===== config.mk =====
export PLATFORM = sky130hd
export DESIGN_NAME = instr_fetch_flat
export DESIGN_NICKNAME = d
export VERILOG_FILES = /design/src/rtl/mips_pkg.sv /design/src/rtl/instr_fetch_if.sv /design/src/rtl/fetch_ir_reg.sv /design/src/rtl/instr_fetch.sv /design/src/flat_wrapper.sv
export SDC_FILE = /design/constraint.sdc
export NUM_CORES = 1
export LEC_CHECK = 0
export CAP_MARGIN = 40
export CORE_AREA = 5 5 154 82
export CTS_CLUSTER_DIAMETER = 50
export DETAILED_ROUTE_END_ITERATION = 10
export DIE_AREA = 0 0 159 87
export PLACE_DENSITY = 0.78
export SETUP_SLACK_MARGIN = 0.15
export SYNTH_ARGS = -nofsm -noshare
export SYNTH_HDL_FRONTEND = slang
export SYNTH_SLANG_ARGS = --single-unit

===== constraint.sdc =====
create_clock -name clk -period 3.3 [get_ports clk]
set_clock_uncertainty 0.1 [all_clocks]
set_input_delay 0.66 -clock clk [delete_from_list [all_inputs] [get_ports clk]]
set_output_delay 0.66 -clock clk [all_outputs]
set_load 0.01 [all_outputs]

===== src/rtl/mips_pkg.sv =====
// rtl/mips_pkg.sv - fetch FSM encoding, MIPS opcode constants and IR field positions
package mips_pkg;

  typedef enum logic [1:0] {
    START = 2'd0,
    FETCH = 2'd1,
    ISSUE = 2'd2
  } fetch_state_e;

  localparam logic [5:0] R_TYPE = 6'b000000;
  localparam logic [5:0] LW     = 6'b100011;
  localparam logic [5:0] SW     = 6'b101011;
  localparam logic [5:0] BEQ    = 6'b000100;
  localparam logic [5:0] J      = 6'b000010;

  localparam int OPCODE_HI = 31;
  localparam int OPCODE_LO = 26;
  localparam int RS_HI     = 25;
  localparam int RS_LO     = 21;
  localparam int RT_HI     = 20;
  localparam int RT_LO     = 16;
  localparam int RD_HI     = 15;
  localparam int RD_LO     = 11;
  localparam int FUNCT_HI  = 5;
  localparam int FUNCT_LO  = 0;
  localparam int IMM_HI    = 15;
  localparam int IMM_LO    = 0;

  function automatic logic [31:0] word_align(input logic [31:0] addr);
    return addr & ~32'h0000_0003;
  endfunction

endpackage


===== src/rtl/instr_fetch_if.sv =====
// rtl/instr_fetch_if.sv - instruction memory, decoder and redirect signals of the fetch unit
interface instr_fetch_if;

  logic        mem_rd;
  logic [31:0] mem_addr;
  logic [31:0] mem_rdata;
  logic        mem_ack;

  logic        dec_valid;
  logic        dec_ready;
  logic [5:0]  opcode;
  logic [4:0]  rs;
  logic [4:0]  rt;
  logic [4:0]  rd;
  logic [5:0]  funct;
  logic [15:0] imm;
  logic [31:0] pc_out;

  logic        redirect;
  logic [31:0] redirect_pc;

  modport master (
    output mem_rd, mem_addr, dec_valid, opcode, rs, rt, rd, funct, imm, pc_out,
    input  mem_rdata, mem_ack, dec_ready, redirect, redirect_pc
  );

  modport slave (
    input  mem_rd, mem_addr, dec_valid, opcode, rs, rt, rd, funct, imm, pc_out,
    output mem_rdata, mem_ack, dec_ready, redirect, redirect_pc
  );

endinterface


===== src/rtl/fetch_ir_reg.sv =====
// rtl/fetch_ir_reg.sv - instruction register plus its fetch address, with field slicing
module fetch_ir_reg
  import mips_pkg::*;
(
  input  logic        clk,
  input  logic        reset,
  input  logic        load,
  input  logic        clear,
  input  logic [31:0] ir_in,
  input  logic [31:0] pc_in,
  output logic [5:0]  opcode,
  output logic [4:0]  rs,
  output logic [4:0]  rt,
  output logic [4:0]  rd,
  output logic [5:0]  funct,
  output logic [15:0] imm,
  output logic [31:0] pc_out
);

  logic [31:0] ir;

  always_ff @(posedge clk or posedge reset) begin
    if (reset) begin
      ir     <= '0;
      pc_out <= '0;
    end else if (clear) begin
      ir     <= '0;
      pc_out <= '0;
    end else if (load) begin
      ir     <= ir_in;
      pc_out <= pc_in;
    end
  end

  assign opcode = ir[OPCODE_HI:OPCODE_LO];
  assign rs     = ir[RS_HI:RS_LO];
  assign rt     = ir[RT_HI:RT_LO];
  assign rd     = ir[RD_HI:RD_LO];
  assign funct  = ir[FUNCT_HI:FUNCT_LO];
  assign imm    = ir[IMM_HI:IMM_LO];

endmodule


===== src/rtl/instr_fetch.sv =====
// rtl/instr_fetch.sv - START/FETCH/ISSUE instruction fetch unit with redirect
// FETCH_PERF_EN adds the instr_count handshake counter port.
module instr_fetch
  import mips_pkg::*;
#(
  parameter logic [31:0] RESET_PC = 32'h0000_1000
) (
  input  logic        clk,
  input  logic        reset,
  instr_fetch_if.master bus
`ifdef FETCH_PERF_EN
  ,
  output logic [31:0] instr_count
`endif
);

  fetch_state_e state;
  logic [31:0]  pc;
  logic         mem_rd_q;
  logic         dec_valid_q;
  logic         take;
  logic         ir_load;

  assign take    = dec_valid_q && bus.dec_ready;
  // redirect outranks a same-cycle ack, so the word is never captured
  assign ir_load = mem_rd_q && bus.mem_ack && !bus.redirect;

  always_ff @(posedge clk or posedge reset) begin
    if (reset) begin
      state       <= START;
      pc          <= word_align(RESET_PC);
      mem_rd_q    <= 1'b0;
      dec_valid_q <= 1'b0;
    end else if (bus.redirect) begin
      state       <= FETCH;
      pc          <= word_align(bus.redirect_pc);
      mem_rd_q    <= 1'b1;
      dec_valid_q <= 1'b0;
    end else begin
      case (state)
        START: begin
          state    <= FETCH;
          mem_rd_q <= 1'b1;
        end
        FETCH: begin
          if (bus.mem_ack) begin
            state       <= ISSUE;
            pc          <= pc + 32'd4;
            mem_rd_q    <= 1'b0;
            dec_valid_q <= 1'b1;
          end
        end
        ISSUE: begin
          if (take) begin
            state       <= FETCH;
            mem_rd_q    <= 1'b1;
            dec_valid_q <= 1'b0;
          end
        end
        default: begin
          state       <= START;
          mem_rd_q    <= 1'b0;
          dec_valid_q <= 1'b0;
        end
      endcase
    end
  end

  assign bus.mem_rd    = mem_rd_q;
  assign bus.mem_addr  = pc;
  assign bus.dec_valid = dec_valid_q;

  fetch_ir_reg u_ir (
    .clk    (clk),
    .reset  (reset),
    .load   (ir_load),
    .clear  (bus.redirect),
    .ir_in  (bus.mem_rdata),
    .pc_in  (pc),
    .opcode (bus.opcode),
    .rs     (bus.rs),
    .rt     (bus.rt),
    .rd     (bus.rd),
    .funct  (bus.funct),
    .imm    (bus.imm),
    .pc_out (bus.pc_out)
  );

`ifdef FETCH_PERF_EN
  always_ff @(posedge clk or posedge reset) begin
    if (reset) begin
      instr_count <= '0;
    end else if (take) begin
      instr_count <= instr_count + 32'd1;
    end
  end
`endif

endmodule


===== src/flat_wrapper.sv =====
// flat-port wrapper written by rule: the top's interface ports become plain ports
module instr_fetch_flat import mips_pkg::*;
#(
  parameter logic [31:0] RESET_PC = 32'h0000_1000
)
  (clk, reset, bus_mem_rd, bus_mem_addr, bus_dec_valid, bus_opcode, bus_rs, bus_rt, bus_rd, bus_funct, bus_imm, bus_pc_out, bus_mem_rdata, bus_mem_ack, bus_dec_ready, bus_redirect, bus_redirect_pc);
  instr_fetch_if bus_i ();
  input  logic clk;
  input  logic reset;
  output wire logic [$bits(bus_i.mem_rd)-1:0] bus_mem_rd;
  output wire logic [$bits(bus_i.mem_addr)-1:0] bus_mem_addr;
  output wire logic [$bits(bus_i.dec_valid)-1:0] bus_dec_valid;
  output wire logic [$bits(bus_i.opcode)-1:0] bus_opcode;
  output wire logic [$bits(bus_i.rs)-1:0] bus_rs;
  output wire logic [$bits(bus_i.rt)-1:0] bus_rt;
  output wire logic [$bits(bus_i.rd)-1:0] bus_rd;
  output wire logic [$bits(bus_i.funct)-1:0] bus_funct;
  output wire logic [$bits(bus_i.imm)-1:0] bus_imm;
  output wire logic [$bits(bus_i.pc_out)-1:0] bus_pc_out;
  input wire logic [$bits(bus_i.mem_rdata)-1:0] bus_mem_rdata;
  input wire logic [$bits(bus_i.mem_ack)-1:0] bus_mem_ack;
  input wire logic [$bits(bus_i.dec_ready)-1:0] bus_dec_ready;
  input wire logic [$bits(bus_i.redirect)-1:0] bus_redirect;
  input wire logic [$bits(bus_i.redirect_pc)-1:0] bus_redirect_pc;
  assign bus_mem_rd = bus_i.mem_rd;
  assign bus_mem_addr = bus_i.mem_addr;
  assign bus_dec_valid = bus_i.dec_valid;
  assign bus_opcode = bus_i.opcode;
  assign bus_rs = bus_i.rs;
  assign bus_rt = bus_i.rt;
  assign bus_rd = bus_i.rd;
  assign bus_funct = bus_i.funct;
  assign bus_imm = bus_i.imm;
  assign bus_pc_out = bus_i.pc_out;
  assign bus_i.mem_rdata = bus_mem_rdata;
  assign bus_i.mem_ack = bus_mem_ack;
  assign bus_i.dec_ready = bus_dec_ready;
  assign bus_i.redirect = bus_redirect;
  assign bus_i.redirect_pc = bus_redirect_pc;
  instr_fetch #(.RESET_PC(RESET_PC)) u_core (.clk(clk), .reset(reset), .bus(bus_i));
endmodule

==> results.cfg, run 1 <==
[timing]
tightest_slew_ps = 569.8
tns_ps = 0
hold_violations = 0
relSlewSlack = 0.6190
rsz0062_at_grt = no
fin_crit_ps = 2753
setup_violations = 0
min_period_over_period = 0.8342
clock.fmax_ghz = 0.3633
finalMaxSlewViolations = 0

[synthesis]
synth_flop_cell = dfrtp_1
synth_enable_flop_cells = 0
synthArstFlopShare = 1.000
synth.distinct_cells = 45
ys_top_cells_by_count = 95 x dfrtp_1, 62 x a22o_1, 29 x nand2_1, 22 x clkbuf_1, 17 x nor2_1
syn_inst = 380
synth.most_common_cell = dfrtp_1
yosys.area.top_type_share = 0.5567
avgSynthCellArea_um2 = 11.24
synth_warnings = 0
synth_area_leader_cell = dfrtp_1
ys_seq_area_frac = 0.5628
syn_area_mm2 = 0.004270
synth.area.top_cells = dfrtp_1 56%, a22o_1 13%, or4_1 2.8%
synth.ff_latch_count = 96

[cells_and_area]
stdcell_count = 683
n_fill_cell = 984
nets = 599
area_growth_pct = 47.93
drive_gt1_frac = 0.06004
post-route-cell-area_mm2 = 0.006317
antennaDiodeCount = 0

[cts]
cts_tree = yes
holdBufCountCts = 0
cts.htree.levels = 3
cts_buffers = 9
cts_root_buf = clkbuf_16
clk_pin_slew_ps = 70
clock_sinks = 96
clk_latency_ps = 340
cts_setup_buffers = 0
clk_path_buf_depth = 2
cts-resized-gates = 0

[setup_path]
endpoint_kind = flop
critical_path.cell_chain = clkdlybuf4s50_1, nand3b_2, or3_1, or4_1, a31oi_1
max_stage_delay_ps = 690
reg2reg_depth = 4
regToRegSetupSlack_ps = 790
path_buf_inv = 1
slowest_stage = clkdlybuf4s50_1
r2r-start = u_core.bus.mem_addr[12]
critPathKind = in -> reg
crit_family = simple AND/OR/NAND/NOR gates
startpoint_type = input port
cp_max_fo = 13
required_ps = 3460
crit_arrival_ps = 2920
r2r_end = u_core.bus.mem_addr[29]

[floorplan]
fp-row-count = 28
pin_count = 178
die_w_um = 159
coreArea_mm2 = 0.01132
die_h_um = 87
dieArea_mm2 = 0.01383
initial_core_util = 0.3774

[worst_hold_path]
min_path_type = reg -> reg
min_path_cells = 1
min_to = u_core.u_ir.pc_out[12]
min-delay-start = u_core.u_ir.pc_out[12]

[routing]
drcViolationCount = 0
vias = 3688
firstDrtPassIters = 4
via_per_inst = 5.400
routed_wl_mm = 12.61
drtAntennaViolNets = 0
initialDrtViolationCount = 240
wl_per_cell_um = 18.46

[status]
outcome = finished, final reports clean

[global_routing]
grt_pass1_vias = 3751
grt_start_max_net_pins = 53
grt_pass1_wl_mm = 20.34
grtUsageTotal = 0.1837
antenna_found_initial = 0
grt_overflow = 0

[pwr]
total_power_mw = 2.933
p_per_area_mw_per_mm2 = 464.2
p_leak_nw = 2.580
ir_drop_mv = 0.2451

[placed_design]
gp_congestion = 0.8145
hpwl_mm = 9.140
port_buffers = 173
placed_cells = 668
dpl-instance-area_mm2 = 0.006046

[job]
cap_violations = 0
[layout make-up]
class / count / area [µm²] / area share
inverters: 7 / 30.03 / 0.004753
repair buffers: 180 / 1809 / 0.2864
clock inverters: 5 / 42.54 / 0.006734
well taps: 150 / 187.7 / 0.02971
clock buffers: 10 / 229.0 / 0.03624
flip-flops and latches: 96 / 2404 / 0.3805
multi-input cells: 235 / 1615 / 0.2557
[kinds of logic after synthesis]
group                      after synthesis  synth area share
AOI/OAI and AO/OA                      113            0.2048
adders and majority gates                1          0.002930
and+or+nand+nor                        108            0.1430
other                                    1         0.0008781
xor gates and xnor gates                10           0.02051
muxes                                    1          0.002344
buffers and inverters                   50           0.06270
DFF                                     96            0.5628
[state kept, by name, summed over array words and instances (netlist names)]
signal and cells:
u_core.bus.mem_addr 30, u_core.bus.dec_valid 1, u_core.u_ir.ir 32, u_core.u_ir.pc_out 31, u_core.state 2
[placed cells by master (no fill, tap or decap), types with 2 or more instances in the layout]
master	instances
nand2_1	29
nand3_1	12
or3_1	3
clkinv_4	2
buf_4	5
and4_1	3
nor4_1	2
o211ai_1	4
or4_1	16
nor3_1	5
o31a_1	2
o21a_1	2
o31ai_1	11
conb_1	2
a31oi_1	12
clkdlybuf4s50_1	173
a22o_1	62
inv_6	2
xor2_1	2
xnor2_1	8
nor2b_1	2
nor2_1	17
dfrtp_1	95
buf_12	2
nand4_1	8
clkinvlp_4	2
clkbuf_16	9
inv_1	6
o21ai_0	15
[metrics by stage]
| step | utilization | setup slack (ps) | hold WS (ps) |
|---|---|---|---|
| 3_5_place_dp | 0.5343 | 228.4 | 382.3 |
| 3_3_place_gp | 0.5325 | 294.6 | 383.2 |
| 2_1_floorplan | - | 1111 | 432.8 |
| 6_report | 0.5583 | 547.3 | 400.7 |
| 5_1_grt | 0.5583 | 455.8 | 421.2 |
| 4_1_cts | 0.5583 | 579.7 | 402.2 |
[metal layers]
layer	track usage	part of all wire
met1	0.2613	0.48
met2	0.2691	0.44
met3	0.07423	0.082
met4	0.03096	0.0024
met5	0	0
[power breakdown]
group	internal, mW	switching, mW	total, mW
clock	0.515	0.452	0.967
sequential	1.27	0.114	1.38
combinational	0.338	0.242	0.580
[how the worst max path moves through the flow]
stage	startpoint	end	slack, ps	depth (start not counted)
final	bus_mem_ack	u_core.bus.mem_addr[19]	550	5
after global routing	bus_mem_ack	u_core.bus.mem_addr[21]	460	5
after CTS	bus_mem_ack	u_core.bus.mem_addr[22]	580	5
after detailed placement	bus_mem_ack	u_core.bus.mem_addr[22]	230	5
after global placement	bus_mem_ack	u_core.bus.mem_addr[21]	290	5
after floorplan	u_core.bus.mem_addr[12]	u_core.bus.mem_addr[24]	1110	7
Power figures use the tool's default switching activity.
==> inputs of run 2 (changes only) <==
==> constraint.sdc (replaced) <==
create_clock -name clk -period 2.4 [get_ports clk]
set_clock_uncertainty 0.1 [all_clocks]
set_input_delay 0.48 -clock clk [delete_from_list [all_inputs] [get_ports clk]]
set_output_delay 0.48 -clock clk [all_outputs]
set_load 0.01 [all_outputs]
==> results.cfg, run 2 (same netlist as run 1, synthesis figures left out) <==
[worst_hold_path]
min_path_type = reg -> reg

[global_routing]
grt_pass1_wl_mm = 20.76
grt_start_max_net_pins = 48
antenna_found_initial = 1
grt_pass1_vias = 3802
grtUsageTotal = 0.1879
grt_overflow = 0

[setup_path]
critPathKind = reg -> out
crit_arrival_ps = 1560
endpoint_kind = output pin
required_ps = 1820
startpoint_type = flop
cp_max_fo = 7

[placed_design]
dpl-instance-area_mm2 = 0.006286
port_buffers = 173
gp_congestion = 0.7906
hpwl_mm = 9.575

[job]
cap_violations = 0

[floorplan]
coreArea_mm2 = 0.01132
die_w_um = 159
initial_core_util = 0.3774
fp-row-count = 28
die_h_um = 87
pin_count = 178
dieArea_mm2 = 0.01383

[cells_and_area]
mostFrequentLayoutCells = 172 x clkdlybuf4s50_1, 94 x dfrtp_1, 62 x a22o_1
regArea_mm2 = 0.002405
fin_util = 0.5836
largest_register_ffs = 32
area_growth_pct = 54.64
nets = 626
regMostFlops = u_core.u_ir.ir
multi_input_area_mm2 = 0.001629
final_common_cell = clkdlybuf4s50_1
post-route-cell-area_mm2 = 0.006604
drive_gt1_frac = 0.1141
n_fill_cell = 926

[timing]
hold_violations = 0
setup_violations = 0
finalMaxSlewViolations = 0
rsz0062_at_grt = no
relSlewSlack = 0.6326
clock.fmax_ghz = 0.4667
min_period_over_period = 0.8929
fin_crit_ps = 2143
holdWs_ps = 399.2
tightest_slew_ps = 549.8

[cts]
clock_sinks = 96
cts_buffers = 9
cts_root_buf = clkbuf_16
cts.htree.levels = 3
clk_latency_ps = 340
cts_setup_buffers = 0
cts_tree = yes
clk_path_buf_depth = 2
clk_pin_slew_ps = 70

[status]
outcome = finished, final reports clean

[routing]
vias = 3793
drtAntennaViolNets = 0
drcViolationCount = 0
via_per_inst = 5.327
routed_wl_mm = 12.94
firstDrtPassIters = 4
wl_per_cell_um = 18.17
initialDrtViolationCount = 267

[pwr]
p_leak_nw = 2.739
ir_drop_mv = 0.3652
p_per_area_mw_per_mm2 = 639.5
total_power_mw = 4.223
==> run 2: final cells by class <==
cell class | instances | area share
multi-input cells | 235 | 0.2467
clock buffers | 10 | 0.03467
diodes | 1 | 0.0003789
flip-flops and latches | 96 | 0.3642
repair buffers | 207 | 0.3102
clock inverters | 6 | 0.01099
well taps | 150 | 0.02842
inverters | 7 | 0.004547
==> run 2: power breakdown <==
group          total [mW]  internal [mW]  switching [mW]
registers            1.87           1.75           0.119
logic               0.899          0.513           0.386
clock network        1.46          0.821           0.635
==> run 2: through the flow <==
stage | std cells | worst slack, ps | setup TNS (ps)
2_1_floorplan | 381 | 210.6 | 0
3_3_place_gp | 695 | -227.3 | -2684
3_5_place_dp | 695 | -295.4 | -4031
4_1_cts | 711 | 222.4 | 0
5_1_grt | 712 | 195.9 | 0
6_report | 712 | 257.1 | 0
==> run 2: per-layer routing <==
metal | routed length (µm) | up-vias | GRT usage
li1 | - | 1770 | -
met1 | 5890 | 1857 | 0.2612
met2 | 5720 | 159 | 0.2794
met3 | 1260 | 7 | 0.07754
met4 | 68 | 0 | 0.03638
met5 | 0 | - | 0
==> run 2: what timing repair did <==
action                                  4_1_cts  5_1_grt
resized for setup                             2        3
hold buffers                                  0        0
endpoints found under the setup margin       10        6
==> run 2: path summary, 6_finish.rpt <==
| check | endpoint | slack, ps | depth (start not counted) | startpoint |
|---|---|---|---|---|
| max | bus_mem_addr[12] | 260 | 2 | u_core.bus.mem_addr[12] |
| min | u_core.u_ir.pc_out[10] | 400 | 1 | u_core.u_ir.pc_out[10] |
| max reg2reg | u_core.bus.mem_addr[22] | 310 | 4 | u_core.bus.mem_addr[6] |
| min reg2reg | u_core.u_ir.pc_out[10] | 400 | 1 | u_core.u_ir.pc_out[10] |
| max in group asynchronous | u_core.bus.mem_addr[12] | 1220 | 3 | reset |
| min in group asynchronous | u_core.u_ir.ir[15] | 440 | 2 | reset |
==> run 2: worst max-delay path, cell delays in order, from the launching register on <==
cell             delay [ps]
dfstp_2                 540
buf_4                   150
clkdlybuf4s50_1         540
